**src/rtl/uart_tx_arbiter.sv**
```systemverilog
// Round-robin arbiter that lets N_REQ requesters share one uart_top transmitter.
// Latency: grant, uart_wr_en and latched config appear on the edge after a request is seen in IDLE; ack/err one cycle after frame end.
// Backpressure: requests are level-held until ack; only one frame in flight, others wait in IDLE arbitration.
//
// Ports:
//   clk, rst_n                    clock, asynchronous active-low reset
//   req[N_REQ]                    per-requester transmit request (level)
//   req_wdata[N_REQ*8]            per-requester byte, requester i at [8i+7:8i]
//   req_tlen[N_REQ*2]             per-requester length code (00=5b .. 11=8b)
//   req_parity_en/_type[N_REQ]    per-requester parity enable / type (1=odd)
//   gnt[N_REQ]                    one-hot grant, high while the winner's frame is in flight
//   ack[N_REQ], err[N_REQ]        one-cycle completion / start-failure pulse to the winner
//   uart_wr_en, uart_wdata, uart_tlen, uart_parity_en, uart_parity_type   to uart_top
//   uart_tx_busy                  from uart_top, high while a frame is shifted out
//   busy                          high whenever the FSM is not in IDLE
module uart_tx_arbiter #(
  parameter int N_REQ         = 4,
  parameter int START_TIMEOUT = 16
) (
  input  logic                 clk,
  input  logic                 rst_n,
  input  logic [N_REQ-1:0]     req,
  input  logic [N_REQ*8-1:0]   req_wdata,
  input  logic [N_REQ*2-1:0]   req_tlen,
  input  logic [N_REQ-1:0]     req_parity_en,
  input  logic [N_REQ-1:0]     req_parity_type,
  output logic [N_REQ-1:0]     gnt,
  output logic [N_REQ-1:0]     ack,
  output logic [N_REQ-1:0]     err,
  output logic                 uart_wr_en,
  output logic [7:0]           uart_wdata,
  output logic [1:0]           uart_tlen,
  output logic                 uart_parity_en,
  output logic                 uart_parity_type,
  input  logic                 uart_tx_busy,
  output logic                 busy
);

  localparam int PW = (N_REQ > 1) ? $clog2(N_REQ) : 1;
  localparam int CW = (START_TIMEOUT > 1) ? $clog2(START_TIMEOUT + 1) : 1;
  localparam logic [N_REQ-1:0] ONE_HOT0 = N_REQ'(1);

  typedef enum logic [1:0] {
    IDLE      = 2'd0,
    LAUNCH    = 2'd1,
    WAIT_DONE = 2'd2
  } state_t;

  state_t          state;
  logic [PW-1:0]   rr_ptr;
  logic [PW-1:0]   win_idx;
  logic [CW-1:0]   tmo_cnt;

  logic [N_REQ-1:0] elig;
  logic             pick_vld;
  logic [PW-1:0]    pick_idx;
  logic [PW-1:0]    cand_idx;
  logic [PW-1:0]    next_ptr;

  // The requester being acked this cycle still holds req high for one more
  // cycle; masking it keeps it from being re-granted before it sees the ack.
  assign elig = req & ~ack;

  // Circular search starting at rr_ptr: the first eligible index wins.
  always_comb begin
    pick_vld = 1'b0;
    pick_idx = '0;
    cand_idx = '0;
    for (int k = 0; k < N_REQ; k++) begin
      cand_idx = PW'((int'(rr_ptr) + k) % N_REQ);
      if (!pick_vld && elig[cand_idx]) begin
        pick_vld = 1'b1;
        pick_idx = cand_idx;
      end
    end
  end

  // Pointer moves just past the finished winner, so it drops to lowest priority.
  assign next_ptr = (win_idx == PW'(N_REQ - 1)) ? '0 : win_idx + PW'(1);

  always_ff @(posedge clk or negedge rst_n) begin
    if (!rst_n) begin
      state            <= IDLE;
      rr_ptr           <= '0;
      win_idx          <= '0;
      tmo_cnt          <= '0;
      gnt              <= '0;
      ack              <= '0;
      err              <= '0;
      uart_wr_en       <= 1'b0;
      uart_wdata       <= 8'h00;
      uart_tlen        <= 2'b11;
      uart_parity_en   <= 1'b0;
      uart_parity_type <= 1'b0;
      busy             <= 1'b0;
    end else begin
      // ack/err are single-cycle pulses
      ack <= '0;
      err <= '0;
      case (state)
        IDLE: begin
          if (pick_vld) begin
            state            <= LAUNCH;
            win_idx          <= pick_idx;
            tmo_cnt          <= '0;
            gnt              <= ONE_HOT0 << pick_idx;
            uart_wr_en       <= 1'b1;
            busy             <= 1'b1;
            // Config is captured once here so later changes on any req
            // input cannot disturb the frame in flight.
            uart_wdata       <= req_wdata[int'(pick_idx)*8 +: 8];
            uart_tlen        <= req_tlen[int'(pick_idx)*2 +: 2];
            uart_parity_en   <= req_parity_en[pick_idx];
            uart_parity_type <= req_parity_type[pick_idx];
          end
        end

        LAUNCH: begin
          if (uart_tx_busy) begin
            state      <= WAIT_DONE;
            uart_wr_en <= 1'b0;
          end else if (tmo_cnt == CW'(START_TIMEOUT - 1)) begin
            // This is the START_TIMEOUT-th LAUNCH cycle without a start.
            state      <= IDLE;
            err        <= gnt;
            gnt        <= '0;
            uart_wr_en <= 1'b0;
            busy       <= 1'b0;
            rr_ptr     <= next_ptr;
          end else begin
            tmo_cnt <= tmo_cnt + CW'(1);
          end
        end

        WAIT_DONE: begin
          // The winner's req is ignored here: dropping it does not abort.
          if (!uart_tx_busy) begin
            state  <= IDLE;
            ack    <= gnt;
            gnt    <= '0;
            busy   <= 1'b0;
            rr_ptr <= next_ptr;
          end
        end

        default: begin
          state      <= IDLE;
          gnt        <= '0;
          uart_wr_en <= 1'b0;
          busy       <= 1'b0;
        end
      endcase
    end
  end

endmodule

```
**config.mk**
```make
export PLATFORM = sky130hd
export DESIGN_NAME = uart_tx_arbiter
export DESIGN_NICKNAME = d
export VERILOG_FILES = /design/src/rtl/uart_tx_arbiter.sv
export SDC_FILE = /design/constraint.sdc
export NUM_CORES = 1
export LEC_CHECK = 0
export ABC_AREA = 1
export BUFFER_PORTS_ARGS = -buffer_cell sky130_fd_sc_hd__buf_2
export CAP_MARGIN = 20
export CELL_PAD_IN_SITES_DETAIL_PLACEMENT = 1
export CELL_PAD_IN_SITES_GLOBAL_PLACEMENT = 1
export CORE_ASPECT_RATIO = 0.5
export CORE_MARGIN = 1.5
export CORE_UTILIZATION = 33
export DETAILED_ROUTE_END_ITERATION = 7
export PLACE_DENSITY_LB_ADDON = 0.1
export SYNTH_ARGS = -nofsm -noshare
export SYNTH_HDL_FRONTEND = slang
export SYNTH_SLANG_ARGS = --single-unit
```
**constraint.sdc**
```tcl
create_clock -name clk -period 1.9 [get_ports clk]
set_input_delay 0.19 -clock clk [delete_from_list [all_inputs] [get_ports clk]]
set_output_delay 0.19 -clock clk [all_outputs]
set_load 0.01 [all_outputs]
```
Yosys cells after proc, flatten, opt, wreduce, memory -nomap -nowiden
Cells that the tools add are included.

Add/subtract/negate cells: 5. Magnitude comparators: 5. Equal/unequal tests: 10. Shift-type cells: 3. Muxes and demuxes: 51. Bitwise logic cells: 3. Reduce and logical (&&, ||, !) cells: 15.

Operator list (number): $mux 4 (9); $shiftx 32x6->8 (1); $mux 2 (12); $lt 2x3->1 const B (5); $mux 1 (15); $mux 5 (3); $bmux 1 s2 (6); $pmux 4 s3 (1); $reduce_and 4->1 (3); $ne 2x2->1 const B (5); $pmux 5 s2 (1); $shiftx 8x4->2 (1); $pmux 1 s3 (2); $pmux 2 s3 (1); $reduce_and 3->1 (2); $add 5x1->5 const B (1); $eq 5x4->1 const B (1); $add 2x1->2 const B (2); $add 2x2->2 const B (2); $and 4x4->4 (1); $eq 2x2->1 const B (2); $not 4->4 (1); $pmux 2 s2 (1); $reduce_bool 2->1 (2); 8 further kinds (12).

Register bits after elaboration: 37. Input port bits: 55. Output and inout bits: 26. Word-level logic and storage cells: 105.

Logic depth before layout (Yosys ltp)
Gate-level depths: netlist of the first run.

Depth in word-level cells: 17. Mapped depth: 15. Depth with buffers taken out: 13.

Worst setup path before layout of the first run
Ideal clock, no wire load.

Kind: register -> register. Start: reg rr_ptr[0]. End: reg uart_parity_type. Library setup time: 0.124 ns. Arrival time: 1.535 ns. Required time: 1.776 ns. Path slack: 0.241 ns. Stages on the path, launching flop included: 15. Cells stage by stage: dfrtp_1 > buf_6 > inv_6 > nand2_1 > nand2_1 > nand3_2 > nand2_4 > nand2_1 > nand2_2 > nand2_4 > buf_4 > nand3_1 > nand2_1 > nand2_1 > nand3_1.

Word-level cells in the longest chain between the ends: 14.

RTL lines: from (decl) (line 50) `logic [PW-1:0] rr_ptr;`; from (signal assigned) (line 129) `rr_ptr <= next_ptr;`; from (signal assigned) (line 142) `rr_ptr <= next_ptr;`; parallel branches: the longest is 14 deep, another holds $add 2x1->2; to (signal assigned) (line 114) `uart_parity_type <= req_parity_type[pick_idx];`; to (decl) (line 34) `output logic uart_parity_type,`.

Parallel ways; which one is timed is not known. The select of a mux whose other input is x is not followed. A chain may end at the register's enable or synchronous reset.

Worst setup path after layout of the first run
Start: reg ack[2]. End: reg uart_wdata[7].

Word-level cells in the longest chain between the ends: 15.

RTL lines: from (decl) (line 28) `output logic [N_REQ-1:0] ack,`; from (signal assigned) (line 139) `ack <= gnt;`; $not 4->4 * (line 62) `assign elig = req & ~ack;`; $and 4x4->4 * (line 62); $bmux 1 s2 (line 71) `if (!pick_vld && elig[cand_idx]) begin`; $mux 1 (implied by the code) (line 71); $mux 1 (line 71); $logic_not 1->1 (line 71); $logic_and 1x1->1 (line 71); $mux 1 (line 71); $logic_not 1->1 (line 71); $logic_and 1x1->1 (line 71); $mux 1 (line 71); $logic_not 1->1 (line 71); $logic_and 1x1->1 (line 71); $mux 2 or $mux 1 (tied branches) (line 71); $shiftx 32x6->8 or $reduce_and 2->1 (tied branches); to (signal assigned) (line 111) `uart_wdata <= req_wdata[int'(pick_idx)*8 +: 8];`; to (decl) (line 31) `output logic [7:0] uart_wdata,`.

Every way passes the cells marked *; elsewhere a longest branch is shown, timed or not. The select of a mux whose other input is x is not followed.

==> results of run 1 <==
==> critical path: stages, from the launching register on <==
cell,delay [ns]
dfrtp_1,0.37
inv_1,0.16
nand3_2,0.19
nand2_4,0.14
nand2_2,0.06
buf_4,0.13
nand2_2,0.09
nand2_2,0.05
nand2_2,0.11
nand2_8,0.11
buf_12,0.17
nand3_2,0.05
nand2_1,0.06
nand2_1,0.08
nand3_2,0.07
==> cell type report <==
cell class                      instances  area share, %
Multi-Input combinational cell        239          43.00
Timing Repair Buffer                  116          21.27
Clock buffer                            8          4.074
Inverter                               22          2.577
Sequential cell                        37          25.87
Tap cell                               92          3.203
==> kinds of logic after synthesis <==
kind of cell	after synthesis
compound gates	20
fa+ha+maj	3
buf+inv	35
flops	37
simple gates	214
==> how the worst max path moves through the flow <==
stage,cells after the start,startpoint,slack (ns),end
floorplan,14,rr_ptr[0]$_DFFE_PN0P_,0.24,uart_parity_type$_DFFE_PN0P_
global placement,12,rr_ptr[0]$_DFFE_PN0P_,-0.19,uart_wdata[3]$_DFFE_PN0P_
detailed placement,8,rr_ptr[0]$_DFFE_PN0P_,-0.26,uart_wdata[2]$_DFFE_PN0P_
CTS,13,rr_ptr[0]$_DFFE_PN0P_,-0.01,uart_parity_en$_DFFE_PN0P_
global route,12,rr_ptr[0]$_DFFE_PN0P_,-0.17,uart_wdata[2]$_DFFE_PN0P_
finish,14,ack[2]$_DFF_PN0_,-0.08,uart_wdata[7]$_DFFE_PN0P_
==> placed cells by master, fill, tap and decap left out, types with 11 or more instances in the layout <==
| cell type | instances |
|---|---|
| nand2_1 | 89 |
| nand2_4 | 16 |
| buf_2 | 80 |
| buf_4 | 20 |
| buf_6 | 11 |
| nand3_1 | 38 |
| inv_1 | 18 |
| nand3_2 | 20 |
| dfrtp_1 | 34 |
| nand2_2 | 18 |
==> repair_timing <==
item | CTS | global route
pin swaps | 14 | 32
hold buffers | 1 | 0
buffers inserted | 10 | 3
resized for setup | 35 | 68
gates cloned | 2 | 4
hold endpoints to repair | 35 | 0
setup endpoints to repair | 14 | 22
==> power breakdown <==
part	internal (uW)	switching, uW	leakage [uW]
sequential	1090	240	0.000472
clock	523	316	0.0000712
combinational	1900	2820	0.00133
total	3520	3380	0.00187
==> through the flow <==
| step | hold WS [ns] | total power, uW | setup slack (ns) | instance area [sq um] |
|---|---|---|---|---|
| 6_report | 0.1896 | 6894 | -0.08393 | 3593 |
| 5_1_grt | 0.2092 | 7424 | -0.1682 | 3593 |
| 4_1_cts | 0.1903 | 5963 | -0.01204 | 3297 |
| 3_5_place_dp | 0.2725 | 4650 | -0.2604 | 2860 |
| 3_3_place_gp | 0.2615 | 4567 | -0.1862 | 2860 |
| 2_1_floorplan | -0.1056 | 3565 | 0.2409 | 2258 |
==> routing by layer <==
metal	up-vias	global-route usage, %	share of wire, %
met5	-	0	0
met4	0	6.803	0.89
met3	8	5.648	4.2
met2	68	38.78	49
met1	1235	27.97	46
li1	1240	-	-
==> sequential cells by signal (all words and copies together), names as in the netlist, 2 cells and up <==
name	cells
state	2
gnt	4
uart_wdata	8
win_idx	2
uart_tlen	2
err	4
tmo_cnt	5
rr_ptr	2
ack	4
==> impl_metrics.json, run 1 <==
{
  "outcome": "complete, but fails checks",
  "violations": "negative setup slack",
  "antenna_found_initial": 0,
  "leakagePower_uw": 0.001874,
  "synth_top_family_by_area": "simple AND/OR/NAND/NOR gates",
  "path_class": "reg -> reg",
  "num_rows": 21,
  "cts_sinks": 37,
  "synth.distinct_cells": 27,
  "grt_pass1_wl_mm": 12.52,
  "hp-class": "in -> reg",
  "fmax_ghz": 0.5041,
  "coreArea_sq_um": 6648,
  "path_clk_slew_ns": 0.06,
  "path_max_fanout": 9,
  "cap_viol_max_count": 0,
  "dpl.cell_count": 489,
  "synth.most_common_cell": "nand2_1",
  "post-dp-hpwl_mm": 5.560,
  "synthTopCellsByCount": "nand2_1, nand3_1, dfrtp_1",
  "grt_usage_pct": 22.20,
  "synth_warnings": 0,
  "ys_seq_elements": 37,
  "cp.required_ns": 2.06,
  "die_width_um": 120.0,
  "reg2reg_depth": 14,
  "port_buffers": 80,
  "tightest_slew_ns": 0.4924,
  "synth_nets": 367,
  "die_h_um": 61.50,
  "worstHoldEndpoint": "err[1]$_DFF_PN0_",
  "synth_top_area_share_pct": 38.78,
  "synth_area_sq_um": 2258,
  "post_synth_xor_area_fraction_pct": 0,
  "cts_buffers": 5,
  "synth_compound_area_share_pct": 4.598,
  "drt_drc_violations_left": 0,
  "yosysSeqAreaShare_pct": 41.11,
  "via_per_inst": 4.963,
  "fin_ws_ns": -0.08393,
  "syn_area_per_cell_sq_um": 7.309,
  "timing.rr.end": "uart_wdata[7]$_DFFE_PN0P_",
  "p_per_area_nw_per_um2": 1918,
  "rrSetupSlack_ns": -0.08,
  "place.gp.congestion": 0.7701,
  "clk_latency_ns": 0.28,
  "final.min_clock_period_ns": 1.984,
  "nNetsFinal": 479,
  "final_core_util_pct": 54.06,
  "synthFlopType": "dfrtp_1",
  "synth_edf_count": 0,
  "min_from": "uart_tx_busy",
  "synth_area_leaders": "dfrtp_1, nand2_1, nand3_1",
  "fin_cells": 514,
  "drive_gt1_share_pct": 48.10,
  "synth_fa_ha_area_share_pct": 1.662,
  "fin_crit_sh_pct": 104.4,
  "synthCells": 309,
  "grt_pass1_vias": 2558,
  "arrival_ns": 2.15,
  "fin_setup_tns_ns": -0.5587,
  "fp.dieArea_sq_um": 7379,
  "peakVddDrop_mv": 0.6180,
  "drt-initial-drc-count": 119,
  "dr_total_vias": 2551,
  "endpoint_kind": "flop",
  "ioPinCount": 81,
  "slew_violations": 0,
  "hold_viol_final": 0,
  "cts-htree-levels": 2,
  "n_fill_cell": 814,
  "areaGrowthSynthToFinish_pct": 59.11,
  "antenna_cells": 0,
  "regArea_sq_um": 929.6,
  "relSlewSlack_pct": 67.17,
  "clock_path_buffers": 2,
  "wirelength_mm": 8.582,
  "drt-pass1-iter-count": 6,
  "ys_async_sr_fraction_pct": 100.0,
  "ant_nets": 0,
  "multiInputGateArea_sq_um": 1545,
  "fin_worst_skew_ns": 0.004491,
  "start_util_pct": 33.97,
  "setup_viol": 12,
  "muxShareOfSynthArea_pct": 0,
  "wl_per_cell_um": 16.70,
  "synth-simple-area-share_pct": 44.49,
  "r2r_start": "ack[2]$_DFF_PN0_",
  "rsz0062_at_grt": "true",
  "whs_path_depth": 2,
  "overflow": 0,
  "cts_tree": "yes",
  "critPathLaunchType": "flop",
  "grt_max_degree": 38,
  "cts_root_buf": "clkbuf_16",
  "synth.largest_area_cell": "dfrtp_1"
}
Note: power is estimated with default switching activity, not from simulation.
==> run 2, diff against run 1 <==
--- a/config.mk
+++ b/config.mk
@@ -12,9 +12,10 @@
 export CELL_PAD_IN_SITES_GLOBAL_PLACEMENT = 1
 export CORE_ASPECT_RATIO = 0.5
 export CORE_MARGIN = 1.5
-export CORE_UTILIZATION = 33
+export CORE_UTILIZATION = 31
 export DETAILED_ROUTE_END_ITERATION = 7
-export PLACE_DENSITY_LB_ADDON = 0.1
+export PLACE_DENSITY = 0.81
+export SETUP_SLACK_MARGIN = 0.15
 export SYNTH_ARGS = -nofsm -noshare
 export SYNTH_HDL_FRONTEND = slang
 export SYNTH_SLANG_ARGS = --single-unit
==> constraint.sdc (replaced) <==
create_clock -name clk -period 1.7 [get_ports clk]
set_input_delay 0.17 -clock clk [delete_from_list [all_inputs] [get_ports clk]]
set_output_delay 0.17 -clock clk [all_outputs]
set_load 0.01 [all_outputs]
==> run 2 against run 1 <==
Compared with the run above:
- the run still ends with negative setup slack left
- critical path depth rose by 1
- via count rose by 13%
- non-clock buffer count rose by 19
- critical path type unchanged
- design area rose by 12%
- setup slack got worse by 0.32 ns
- global-route usage rose by 4.5 points
- first-iteration DRC count rose by 34%
- clock-buffer cell count fell by 2
- routed wire length rose by 38%
==> impl_metrics.json, run 2 (same netlist as run 1, synthesis figures left out) <==
{
  "outcome": "complete, but fails checks",
  "violations": "negative setup slack",
  "antenna_cells": 0,
  "grt_pass1_vias": 2979,
  "dpl_cell_area_sq_um": 3004,
  "fin_crit_sh_pct": 123.5,
  "ant_nets": 0,
  "fp.dieArea_sq_um": 7838,
  "regMostFlops": "uart_wdata",
  "tightest_slew_ns": 0.4716,
  "leakagePower_uw": 0.002076,
  "fin_ws_ns": -0.3997,
  "peakVddDrop_mv": 0.6945,
  "areaGrowthSynthToFinish_pct": 77.56,
  "arrival_ns": 2.32,
  "cts-htree-levels": 2,
  "final.min_clock_period_ns": 2.100,
  "clk_latency_ns": 0.28,
  "r2r_start": "rr_ptr[0]$_DFFE_PN0P_",
  "ioPinCount": 81,
  "reg2reg_depth": 15,
  "grt_pass1_wl_mm": 16.09,
  "place.gp.congestion": 0.8219,
  "largestRegisters": "uart_wdata: 8 flops, tmo_cnt: 5 flops",
  "crit_slowest_cell": "dfrtp_2",
  "hold_viol_final": 0,
  "drive_gt1_share_pct": 54.77,
  "endpoint_kind": "flop",
  "cts_sinks": 37,
  "cts_tree": "yes",
  "cp_cell_sequence": "inv_8 -> nand3_4 -> nand2_4 -> nand2_1 -> buf_4 -> nand2_2 -> nand2_2 -> nand2_4 -> nand2_8 -> buf_12 -> nand2_4 -> nand2_1 -> nand2_1 -> nand2_1 -> nand3_2",
  "antenna_found_initial": 0,
  "fin_area_sq_um": 4010,
  "fmax_ghz": 0.4763,
  "largest_register_ffs": 8,
  "grt_max_degree": 20,
  "fin_worst_skew_ns": 0.004372,
  "clock_path_buffers": 2,
  "overflow": 0,
  "final_cell_mix": "nand2_1, buf_2, nand3_1, dfrtp_1, nand3_2",
  "cts_buffers": 5,
  "path_clk_slew_ns": 0.06,
  "hp-class": "in -> reg",
  "path_class": "reg -> reg",
  "rrSetupSlack_ns": -0.40,
  "worstSetupStartpoint": "rr_ptr[0]$_DFFE_PN0P_",
  "setup_viol": 27,
  "num_rows": 21,
  "dr_total_vias": 2895,
  "drt_drc_violations_left": 0,
  "p_per_area_nw_per_um2": 2276,
  "wirelength_mm": 11.85,
  "endpoint": "uart_wdata[4]$_DFFE_PN0P_",
  "timing.rr.end": "uart_wdata[4]$_DFFE_PN0P_",
  "cts_root_buf": "clkbuf_16",
  "start_util_pct": 32.93,
  "cp.required_ns": 1.92,
  "path_max_fanout": 8,
  "hold_ws_ns": 0.1827,
  "cap_viol_max_count": 0,
  "critPathLaunchType": "flop",
  "crit_buf_inv": 3,
  "grt_usage_pct": 26.70,
  "crit_top_cell": "nand2_1",
  "final_common_cell": "nand2_1",
  "coreArea_sq_um": 6858,
  "port_buffers": 80,
  "rsz0062_at_grt": "true",
  "die_h_um": 63.36,
  "max_stage_delay_ns": 0.51,
  "wl_per_cell_um": 22.28,
  "cp.depth": 15,
  "slew_violations": 0,
  "via_per_inst": 5.442,
  "drt-initial-drc-count": 160,
  "fin_setup_tns_ns": -7.324,
  "drt-pass1-iter-count": 5,
  "die_width_um": 123.7,
  "critical-path-top-delay-family": "simple AND/OR/NAND/NOR gates",
  "nNetsFinal": 497,
  "n_fill_cell": 814,
  "post-dp-hpwl_mm": 5.673,
  "relSlewSlack_pct": 68.56
}
-- run 2: metrics by stage --
| stage | worst slack [ns] | power, uW | util, % | instances |
|---|---|---|---|---|
| floorplan | 0.08887 | 4162 | - | 309 |
| global route | -0.4557 | 9588 | 58.47 | 532 |
| finish | -0.3997 | 9129 | 58.47 | 532 |
| global placement | -0.4562 | 5431 | 43.81 | 501 |
| CTS | -0.1924 | 8010 | 54.00 | 524 |
| detailed placement | -0.5630 | 5553 | 43.81 | 501 |
-- run 2: power breakdown --
part	internal [uW]	leakage (uW)	switching (uW)
combinational	2810	0.00153	3860
clock	540	0.0000706	386
sequential	1220	0.000472	312
-- run 2: worst reg2reg max path: stages, from the launching register on --
cell and delay [ns]:
dfrtp_2 0.51, inv_8 0.16, nand3_4 0.12, nand2_4 0.10, nand2_1 0.09, buf_4 0.15
nand2_2 0.07, nand2_2 0.08, nand2_4 0.09, nand2_8 0.07, buf_12 0.14, nand2_4 0.11
nand2_1 0.08, nand2_1 0.08, nand2_1 0.07, nand3_2 0.09
-- run 2: how the worst min path moves through the flow --
stage | from | endpoint | slack (ns) | depth (start not counted)
detailed placement | rst_n | uart_wdata[6]$_DFFE_PN0P_ | 0.15 | 1
global route | uart_tx_busy | err[0]$_DFF_PN0_ | 0.22 | 2
global placement | rst_n | uart_wdata[7]$_DFFE_PN0P_ | 0.14 | 1
CTS | uart_tx_busy | err[0]$_DFF_PN0_ | 0.18 | 2
finish | req_parity_type[3] | uart_parity_type$_DFFE_PN0P_ | 0.18 | 5
floorplan | rst_n | ack[0]$_DFF_PN0_ | -0.13 | 0
-- run 2: final cells by class --
class / count / area (sq um) / area share [%]
clock inverters: 2 / 10.01 / 0.2496
inverters: 22 / 102.6 / 2.558
multi-input cells: 238 / 1650 / 41.15
repair buffers: 135 / 1072 / 26.74
well taps: 92 / 115.1 / 2.871
flip-flops and latches: 37 / 930.9 / 23.21
clock buffers: 6 / 128.9 / 3.214
-- run 2: per-layer routing --
layer,GRT usage [%],share of wire [%],vias to the layer above
met4,7.615,3.7,0
met1,33.69,42,1431
li1,-,-,1275
met3,4.891,6.3,40
met5,0,0,-
met2,46.55,48,149
-- run 2: repair_timing --
item	in CTS	in global routing
pin swaps	25	26
hold buffers	1	0
endpoints found under the setup margin	26	31
resized for setup	84	47
hold endpoints to repair	15	0
buffers inserted	9	7
cloned	5	1
==> run 3, diff against run 2 <==
--- a/config.mk
+++ b/config.mk
@@ -8,14 +8,15 @@
 export ABC_AREA = 1
 export BUFFER_PORTS_ARGS = -buffer_cell sky130_fd_sc_hd__buf_2
 export CAP_MARGIN = 20
-export CELL_PAD_IN_SITES_DETAIL_PLACEMENT = 1
-export CELL_PAD_IN_SITES_GLOBAL_PLACEMENT = 1
+export CELL_PAD_IN_SITES_DETAIL_PLACEMENT = 2
+export CELL_PAD_IN_SITES_GLOBAL_PLACEMENT = 2
 export CORE_ASPECT_RATIO = 0.5
 export CORE_MARGIN = 1.5
-export CORE_UTILIZATION = 31
+export CORE_UTILIZATION = 24
 export DETAILED_ROUTE_END_ITERATION = 7
-export PLACE_DENSITY = 0.81
+export PLACE_DENSITY = 0.82
 export SETUP_SLACK_MARGIN = 0.15
+export SKIP_LAST_GASP = 1
 export SYNTH_ARGS = -nofsm -noshare
 export SYNTH_HDL_FRONTEND = slang
 export SYNTH_SLANG_ARGS = --single-unit
==> run 3 against run 2 <==
Compared with the run above:
- the run still ends with negative setup slack left
- sequential share of layout area increased by 2.9 points
- clock power grew 6.5%
- cell count rose by 2.4%
- routed wire length is 9.0% lower
- critical endpoint is now uart_wdata[3]$_DFFE_PN0P_
- highest routed layer unchanged
==> impl_metrics.json, run 3 (same netlist as run 1, synthesis figures left out) <==
{
  "coreArea_sq_um": 8919,
  "largest_register_ffs": 8,
  "ioPinCount": 81,
  "drt_drc_violations_left": 0,
  "drt-pass1-iter-count": 4,
  "ant_nets": 0,
  "cts_buffers": 5,
  "cts_tree": "yes",
  "path_max_fanout": 12,
  "wirelength_mm": 10.79,
  "leakagePower_uw": 0.001872,
  "hp-class": "in -> reg",
  "regMostFlops": "uart_wdata",
  "drt-initial-drc-count": 111,
  "fin_setup_tns_ns": -4.838,
  "final_cell_mix": "nand2_1, buf_2, nand3_1",
  "overflow": 0,
  "nNetsFinal": 485,
  "antenna_cells": 0,
  "antenna_found_initial": 0,
  "wl_per_cell_um": 19.79,
  "fin_ws_ns": -0.2931,
  "rsz0062_at_grt": "true",
  "clock_path_buffers": 2,
  "via_per_inst": 4.906,
  "hold_ws_ns": 0.1891,
  "num_rows": 24,
  "peakVddDrop_mv": 0.5214,
  "outcome": "complete, but fails checks",
  "cp.required_ns": 1.87,
  "grt_pass1_wl_mm": 16.60,
  "arrival_ns": 2.17,
  "clk_latency_ns": 0.29,
  "fin_crit_sh_pct": 117.2,
  "post-dp-hpwl_mm": 7.025,
  "p_per_area_nw_per_um2": 2185,
  "grt_usage_pct": 21.85,
  "dr_total_vias": 2674,
  "fmax_ghz": 0.5017,
  "areaGrowthSynthToFinish_pct": 57.45,
  "cts_sinks": 37,
  "port_buffers": 80,
  "grt_max_degree": 20,
  "place.gp.congestion": 0.7387,
  "hold_viol_final": 0,
  "preCtsSetupSlack_ns": -0.5492,
  "endpoint_kind": "flop",
  "cap_viol_max_count": 0,
  "drive_gt1_share_pct": 46.50,
  "n_fill_cell": 991,
  "tightest_slew_ns": 0.3846,
  "finalPower_uw": 7770,
  "final.min_clock_period_ns": 1.993,
  "violations": "negative setup slack",
  "setup_viol": 26,
  "grt_pass1_vias": 3051,
  "critPathLaunchType": "flop",
  "dpl_cell_area_sq_um": 3065,
  "final_common_cell": "nand2_1",
  "slew_violations": 0,
  "fin_area_sq_um": 3556,
  "cts-htree-levels": 2,
  "die_h_um": 71.60,
  "fp.dieArea_sq_um": 10040,
  "path_class": "reg -> reg",
  "fin_worst_skew_ns": 0.004344,
  "relSlewSlack_pct": 74.27,
  "largestRegisters": "uart_wdata: 8 flops, tmo_cnt: 5 flops",
  "start_util_pct": 25.32,
  "path_clk_slew_ns": 0.06,
  "cts_root_buf": "clkbuf_16",
  "die_width_um": 140.2
}
run 3: final timing paths:
kind	from	end	slack, ns	depth (start not counted)
min	req_wdata[13]	uart_wdata[5]$_DFFE_PN0P_	0.19	5
min reg2reg	uart_wr_en$_DFFE_PN0P_	uart_wr_en$_DFFE_PN0P_	0.50	2
min in group asynchronous	rst_n	uart_wdata[6]$_DFFE_PN0P_	0.35	2
max	rr_ptr[0]$_DFFE_PN0P_	uart_wdata[3]$_DFFE_PN0P_	-0.29	11
max in group asynchronous	rst_n	rr_ptr[0]$_DFFE_PN0P_	0.79	3
max reg2reg	rr_ptr[0]$_DFFE_PN0P_	uart_wdata[3]$_DFFE_PN0P_	-0.29	11
run 3: cell type report:
class / count / area (sq um) / area share [%]
Timing Repair Buffer: 124 / 820.8 / 23.08
Tap cell: 117 / 146.4 / 4.117
Inverter: 22 / 92.59 / 2.604
Clock buffer: 6 / 138.9 / 3.906
Sequential cell: 37 / 929.6 / 26.14
Multi-Input combinational cell: 237 / 1414 / 39.76
Clock inverter: 2 / 13.76 / 0.3871
run 3: where the power goes:
group | total, uW | internal (uW) | switching (uW)
Sequential | 1530 | 1220 | 305
Clock | 986 | 584 | 402
Combinational | 5260 | 2070 | 3190
Total | 7770 | 3870 | 3900
run 3: critical path, stage by stage (launching register included):
cell and delay, ns:
dfrtp_2 0.53, nand3_2 0.16, buf_4 0.16, nand3_1 0.12
nand2_1 0.12, a21oi_1 0.24, nand2_2 0.10, buf_12 0.16
nand3_1 0.08, nand2_1 0.07, nand2_1 0.07, nand3_1 0.07
run 3: per-stage QoR:
stage	util, %	std cells
after floorplan	-	309
after global placement	34.37	530
after detailed placement	34.37	530
after CTS	38.54	544
after global routing	39.87	545
final	39.87	545
run 3: routing by layer:
layer	vias up	global-route usage [%]	routed length, um
met5	-	0	0
met4	0	9.708	296
met3	28	4.679	480
met2	90	38.78	5314
met1	1305	25.92	4695
li1	1251	-	-
run 3: what timing repair did:
item	in CTS	in global routing
setup buffers	5	1
endpoints found under the hold margin	11	0
endpoints found under the setup margin	27	31
gates resized for setup	41	25
hold buffers	1	0
pin swaps	4	3
